## config.mk

```make
export PLATFORM = sky130hd
export DESIGN_NAME = load_imm_extend_unit_flat
export DESIGN_NICKNAME = d
export VERILOG_FILES = /design/src/rtl/ext_pkg.sv /design/src/rtl/load_imm_extend_unit_if.sv /design/src/rtl/lane_extract.sv /design/src/rtl/load_imm_extend_unit.sv /design/src/flat_wrapper.sv
export SDC_FILE = /design/constraint.sdc
export NUM_CORES = 1
export LEC_CHECK = 0
export BUFFER_PORTS_ARGS = -buffer_cell sky130_fd_sc_hd__buf_2
export CORE_ASPECT_RATIO = 1.1
export CORE_MARGIN = 2
export CORE_UTILIZATION = 52
export CTS_BUF_LIST = sky130_fd_sc_hd__clkbuf_4
export CTS_CLUSTER_SIZE = 20
export DETAILED_ROUTE_END_ITERATION = 10
export MAX_ROUTING_LAYER = met4
export PLACE_DENSITY = 0.83
export SETUP_SLACK_MARGIN = 0.3
export SYNTH_ARGS = -nofsm -noshare
export SYNTH_HDL_FRONTEND = slang
export SYNTH_SLANG_ARGS = --single-unit
export TNS_END_PERCENT = 100
```

## constraint.sdc

```tcl
create_clock -name clk -period 2.3 [get_ports clk]
set_clock_uncertainty 0.15 [all_clocks]
set_input_delay 0.23 -clock clk [delete_from_list [all_inputs] [get_ports clk]]
set_output_delay 0.23 -clock clk [all_outputs]
set_load 0.05 [all_outputs]
```

## src/rtl/ext_pkg.sv

```systemverilog
// Shared definitions for the load/immediate extension unit: op codes, FSM states
// and the legality check applied when an operation is accepted.
package ext_pkg;

    localparam int OP_W = 3;

    localparam logic [OP_W-1:0] OP_LW    = 3'd0;
    localparam logic [OP_W-1:0] OP_LH    = 3'd1;
    localparam logic [OP_W-1:0] OP_LHU   = 3'd2;
    localparam logic [OP_W-1:0] OP_LB    = 3'd3;
    localparam logic [OP_W-1:0] OP_LBU   = 3'd4;
    localparam logic [OP_W-1:0] OP_IMM_S = 3'd5;
    localparam logic [OP_W-1:0] OP_IMM_Z = 3'd6;

    typedef enum logic [1:0] {
        ST_IDLE = 2'd0,
        ST_WAIT = 2'd1,
        ST_DONE = 2'd2
    } state_e;

    // Misaligned word/half loads and the unused op code complete at once with a fault.
    function automatic logic op_faults(input logic [OP_W-1:0] op, input logic [1:0] addr_lo);
        case (op)
            OP_LW:                             return addr_lo != 2'b00;
            OP_LH, OP_LHU:                     return addr_lo[0];
            OP_LB, OP_LBU, OP_IMM_S, OP_IMM_Z: return 1'b0;
            default:                           return 1'b1;
        endcase
    endfunction

    function automatic logic is_imm_op(input logic [OP_W-1:0] op);
        return (op == OP_IMM_S) || (op == OP_IMM_Z);
    endfunction

endpackage

```

## src/rtl/load_imm_extend_unit_if.sv

```systemverilog
// Request/memory/result bundle of the load/immediate extension unit.
interface load_imm_extend_unit_if #(
    parameter int IMM_W = 16
);
    logic              start;
    logic [2:0]        op;
    logic [1:0]        addr_lo;
    logic [IMM_W-1:0]  imm;
    logic [31:0]       mem_data;
    logic              mem_rd;
    logic              busy;
    logic              done;
    logic [31:0]       result;
    logic              fault;

    modport master (
        output start, op, addr_lo, imm, mem_data,
        input  mem_rd, busy, done, result, fault
    );

    modport slave (
        input  start, op, addr_lo, imm, mem_data,
        output mem_rd, busy, done, result, fault
    );
endinterface

```

## src/rtl/lane_extract.sv

```systemverilog
// Combinational lane select and sign/zero extension of a little-endian memory word.
module lane_extract
    import ext_pkg::*;
(
    input  logic [31:0]     i_mem_data,
    input  logic [1:0]      i_addr_lo,
    input  logic [OP_W-1:0] i_op,
    output logic [31:0]     o_ext
);

    logic [7:0]  w_byte;
    logic [15:0] w_half;

    // NOTE: every output of an always_comb gets a default first so no latch is inferred.
    always_comb begin
        w_byte = i_mem_data[{i_addr_lo, 3'b000} +: 8];
        w_half = i_addr_lo[1] ? i_mem_data[31:16] : i_mem_data[15:0];
        o_ext  = '0;
        case (i_op)
            OP_LW:   o_ext = i_mem_data;
            OP_LH:   o_ext = {{16{w_half[15]}}, w_half};
            OP_LHU:  o_ext = {16'h0000, w_half};
            OP_LB:   o_ext = {{24{w_byte[7]}}, w_byte};
            OP_LBU:  o_ext = {24'h000000, w_byte};
            default: o_ext = '0;
        endcase
    end

endmodule

```

## src/rtl/load_imm_extend_unit.sv

```systemverilog
// Immediate extension (1 cycle) and memory load sequencing (MEM_WAIT+2 cycles)
// with registered result, done pulse and fault flag.
module load_imm_extend_unit
    import ext_pkg::*;
#(
    parameter int IMM_W    = 16,
    parameter int MEM_WAIT = 1
) (
    input  logic                   clk,
    input  logic                   reset_n,
    load_imm_extend_unit_if.slave  bus
);

    localparam int CNT_W = $clog2(MEM_WAIT + 1);

    state_e          r_state,   w_state_nx;
    logic [CNT_W-1:0] r_cnt,    w_cnt_nx;
    logic [OP_W-1:0] r_op,      w_op_nx;
    logic [1:0]      r_addr_lo, w_addr_lo_nx;
    logic            r_mem_rd,  w_mem_rd_nx;
    logic [31:0]     r_result,  w_result_nx;
    logic            r_fault,   w_fault_nx;
    logic            r_busy;
    logic            r_done;
    logic [31:0]     w_lane;
    logic [31:0]     w_imm_ext;

    lane_extract u_lane_extract (
        .i_mem_data (bus.mem_data),
        .i_addr_lo  (r_addr_lo),
        .i_op       (r_op),
        .o_ext      (w_lane)
    );

    assign w_imm_ext = (bus.op == OP_IMM_S) ? {{(32-IMM_W){bus.imm[IMM_W-1]}}, bus.imm}
                                            : {{(32-IMM_W){1'b0}}, bus.imm};

    always_comb begin
        w_state_nx   = r_state;
        w_cnt_nx     = r_cnt;
        w_op_nx      = r_op;
        w_addr_lo_nx = r_addr_lo;
        w_mem_rd_nx  = 1'b0;
        w_result_nx  = r_result;
        w_fault_nx   = r_fault;
        case (r_state)
            ST_IDLE: begin
                if (bus.start) begin
                    w_op_nx      = bus.op;
                    w_addr_lo_nx = bus.addr_lo;
                    if (op_faults(bus.op, bus.addr_lo)) begin
                        w_result_nx = '0;
                        w_fault_nx  = 1'b1;
                        w_state_nx  = ST_DONE;
                    end else if (is_imm_op(bus.op)) begin
                        w_result_nx = w_imm_ext;
                        w_fault_nx  = 1'b0;
                        w_state_nx  = ST_DONE;
                    end else begin
                        w_cnt_nx    = CNT_W'(MEM_WAIT);
                        w_mem_rd_nx = 1'b1;
                        w_state_nx  = ST_WAIT;
                    end
                end
            end
            ST_WAIT: begin
                if (r_cnt != '0) begin
                    w_cnt_nx = r_cnt - CNT_W'(1);
                end else begin
                    w_result_nx = w_lane;
                    w_fault_nx  = 1'b0;
                    w_state_nx  = ST_DONE;
                end
            end
            default: w_state_nx = ST_IDLE;
        endcase
    end

    // NOTE: sequential state uses non-blocking assignments so all registers update together.
    always_ff @(posedge clk) begin
        if (!reset_n) begin
            r_state   <= ST_IDLE;
            r_cnt     <= '0;
            r_op      <= '0;
            r_addr_lo <= '0;
            r_mem_rd  <= 1'b0;
            r_result  <= '0;
            r_fault   <= 1'b0;
            r_busy    <= 1'b0;
            r_done    <= 1'b0;
        end else begin
            r_state   <= w_state_nx;
            r_cnt     <= w_cnt_nx;
            r_op      <= w_op_nx;
            r_addr_lo <= w_addr_lo_nx;
            r_mem_rd  <= w_mem_rd_nx;
            r_result  <= w_result_nx;
            r_fault   <= w_fault_nx;
            r_busy    <= (w_state_nx != ST_IDLE);
            r_done    <= (w_state_nx == ST_DONE);
        end
    end

    assign bus.mem_rd = r_mem_rd;
    assign bus.busy   = r_busy;
    assign bus.done   = r_done;
    assign bus.result = r_result;
    assign bus.fault  = r_fault;

endmodule

```

## src/flat_wrapper.sv

```systemverilog
// flat-port wrapper written by rule: the top's interface ports become plain ports
module load_imm_extend_unit_flat import ext_pkg::*;
#(
    parameter int IMM_W    = 16,
    parameter int MEM_WAIT = 1
)
  (clk, reset_n, bus_start, bus_op, bus_addr_lo, bus_imm, bus_mem_data, bus_mem_rd, bus_busy, bus_done, bus_result, bus_fault);
  load_imm_extend_unit_if #(.IMM_W(IMM_W)) bus_i ();
  input  logic clk;
  input  logic reset_n;
  input wire logic [$bits(bus_i.start)-1:0] bus_start;
  input wire logic [$bits(bus_i.op)-1:0] bus_op;
  input wire logic [$bits(bus_i.addr_lo)-1:0] bus_addr_lo;
  input wire logic [$bits(bus_i.imm)-1:0] bus_imm;
  input wire logic [$bits(bus_i.mem_data)-1:0] bus_mem_data;
  output wire logic [$bits(bus_i.mem_rd)-1:0] bus_mem_rd;
  output wire logic [$bits(bus_i.busy)-1:0] bus_busy;
  output wire logic [$bits(bus_i.done)-1:0] bus_done;
  output wire logic [$bits(bus_i.result)-1:0] bus_result;
  output wire logic [$bits(bus_i.fault)-1:0] bus_fault;
  assign bus_i.start = bus_start;
  assign bus_i.op = bus_op;
  assign bus_i.addr_lo = bus_addr_lo;
  assign bus_i.imm = bus_imm;
  assign bus_i.mem_data = bus_mem_data;
  assign bus_mem_rd = bus_i.mem_rd;
  assign bus_busy = bus_i.busy;
  assign bus_done = bus_i.done;
  assign bus_result = bus_i.result;
  assign bus_fault = bus_i.fault;
  load_imm_extend_unit #(.IMM_W(IMM_W), .MEM_WAIT(MEM_WAIT)) u_core (.clk(clk), .reset_n(reset_n), .bus(bus_i));
endmodule
```

==> results.toml <==
[routing]
antenna_left = 0
drt_iter0_drc = 234
routed_wl_um = 7520
vias = 2840
dr.pass1.iters = 5
drt_drc_violations_left = 0
wl_per_cell_um = 15.8
viasPerCell = 5.98

[logic_synthesis]
async_reset_ff_share_pct = 0
synth_edf_count = 0
synth_area_leaders = "dfxtp_1 34%, o21ai_0 11%, a31oi_1 6.4%"
synth_nets = 383
syn_area_sq_um = 2630
synth_common_cells = "58 x o21ai_0, 44 x dfxtp_1, 38 x nor2_1, 27 x a31oi_1, 15 x a211oi_1"
ys_types = 48
synth_flop_cell = "dfxtp_1"
syn_avg_cell_area_sq_um = 8.03
synthCells = 327
ys_seq_area_share_pct = 33.5
ys_warn_count = 0
synth-seq-cells = 44
synth_top_area_share_pct = 33.5
yosysMostFrequentCell = "o21ai_0"
yosys.area.top_type = "dfxtp_1"

[layout]
drive_gt1_share_pct = 33.6
num_antenna_cells = 0
fin_nets = 472
utilization_pct = 67.5
ff_latch_area_sq_um = 887
multi_input_area_sq_um = 1610
fillers = 410
area_growth_pct = 26.8
fin_cells = 475

[sta]
holdWs_ns = 0.00805
finalHoldViolCount = 0
min_period_over_period_pct = 84.1
slew_viol_final = 0
finalSetupViolations = 0
period_minus_slack_ns = 1.94
slew-limit-headroom_pct = 57.1
finalWorstSetupSlack_ns = 0.365
worst_slew_pin_slew_ns = 0.644
fmax_mhz = 517
rsz0062_at_grt = "true"
tns_ns = 0

[status]
outcome = "complete, no violations"

[clock_tree]
numCtsBuffers = 5
cts_max_path_buffers = 2
clock_sinks = 44
clk_pin_slew_ns = 0.14
clockRootBuffer = "clkbuf_4"
cts_tree = "done"
htreeDepth = 2
clk_latency_ns = 0.36

[placed_design]
place.port_buffers = 91
place_congestion = 0.941
dp_slack_ns = 0.0860
hpwlAfterDp_um = 5300
place_inst = 456

[die]
coreArea_sq_um = 4930
die_x_um = 71.8
rows = 27
fp.dieH_um = 78.5
start_util_pct = 53.2
ios = 92
die_area_sq_um = 5640

[worst_setup_path]
critPathCaptureType = "flop"
regToRegStartpoint = "u_core.r_op[0]"
arrival_ns = 2.01
crit_required_ns = 2.38
crit_path_start_kind = "flop"
cp_max_fo = 14
crit_start = "u_core.r_op[0]"
setup.worst_path.class = "reg2reg"

[global_routing]
globalRouteMet1Util_pct = 34.2
grt_start_max_net_pins = 66
grt_pass1_vias = 2535
use_met2_pct = 43.0
busiest_layer = "met2"
grt_pass1_wl_um = 11800
gr-total-overflow = 0
antenna_found_initial = 0
met3_usage_pct = 5.01
track_usage_pct = 26.7

[min_path]
hold_path.class = "in2reg"
hold_start = "bus_imm[0]"

[power]
cellLeakagePower_uw = 0.00143
power_density_nw_per_um2 = 664
peakVddDrop_uv = 350

[flow_run]
max-cap-violations = 0
[state kept, by name, summed over array words and instances (netlist names)]
| name | flops |
|---|---|
| u_core.r_state | 2 |
| u_core.bus.busy | 1 |
| u_core.bus.done | 1 |
| u_core.bus.fault | 1 |
| u_core.r_addr_lo | 2 |
| u_core.r_op | 3 |
| u_core.bus.mem_rd | 1 |
| u_core.r_cnt | 1 |
| u_core.bus.result | 32 |
[cell usage in the layout, fill, tap and decap left out, types with 7 or more instances in the layout]
master	count
buf_2	91
o21ai_0	58
dfxtp_1	41
nor2_1	38
a31oi_1	27
a211oi_1	15
mux2_2	14
nand2_1	12
a21oi_1	11
mux2i_1	10
dlygate4sd3_1	10
buf_4	9
nor2b_1	8
o21ai_1	8
a222oi_1	7
a2bb2oi_1	7
[logic make-up (layout without fill, tap and decap cells)]
family,after synthesis,in the layout,synth area share (%)
buf+inv,34,124,6.29
flops,44,44,33.5
compound gates,146,146,34.6
simple gates,78,78,14.9
mux,25,25,10.7
[layer usage]
layer | up-vias | part of all wire, %
met1 | 1294 | 44
li1 | 1410 | -
met3 | 13 | 6.5
met2 | 123 | 48
met5 | - | 0
met4 | 0 | 1.5
[final timing paths]
check | end | slack, ns | depth (start not counted)
setup reg to reg | u_core.bus.result[6] | 0.36 | 5
hold / removal | u_core.bus.result[0] | 0.008 | 3
hold reg to reg | u_core.bus.fault | 0.39 | 2
setup / recovery | u_core.bus.result[6] | 0.36 | 5
[stage by stage]
stage / instance area, sq um / total power (uW)
finish: 3330 / 2210
global route: 3330 / 2310
CTS: 3260 / 2200
detailed placement: 3080 / 1700
global placement: 3080 / 1680
floorplan: 2630 / 1500
[power breakdown]
part           leakage (uW)  internal [uW]  switching (uW)
Sequential         0.000364            845            51.5
Clock             0.0000412            227             263
Combinational       0.00102            276             548
[critical path, cell delays in order (launching register included)]
cell       delay [ns]
dfxtp_2          0.41
or2_2            0.35
a31o_2           0.30
a222oi_1         0.31
a2bb2oi_1        0.20
a21oi_1          0.08
[layout make-up]
| type | count | area share (%) |
|---|---|---|
| Clock buffer | 5 | 1.13 |
| Clock inverter | 3 | 1.28 |
| Inverter | 4 | 0.451 |
| Multi-Input combinational cell | 249 | 48.4 |
| Sequential cell | 44 | 26.6 |
| Tap cell | 58 | 2.18 |
| Timing Repair Buffer | 112 | 19.9 |
[timing repair]
action	CTS	global route
gates cloned	0	0
pin swaps	0	1
hold buffers	9	1
setup buffers	0	1
hold endpoints to repair	9	1
endpoints found under the setup margin	33	22
gates resized for setup	4	8
Power figures use the tool's default switching activity.
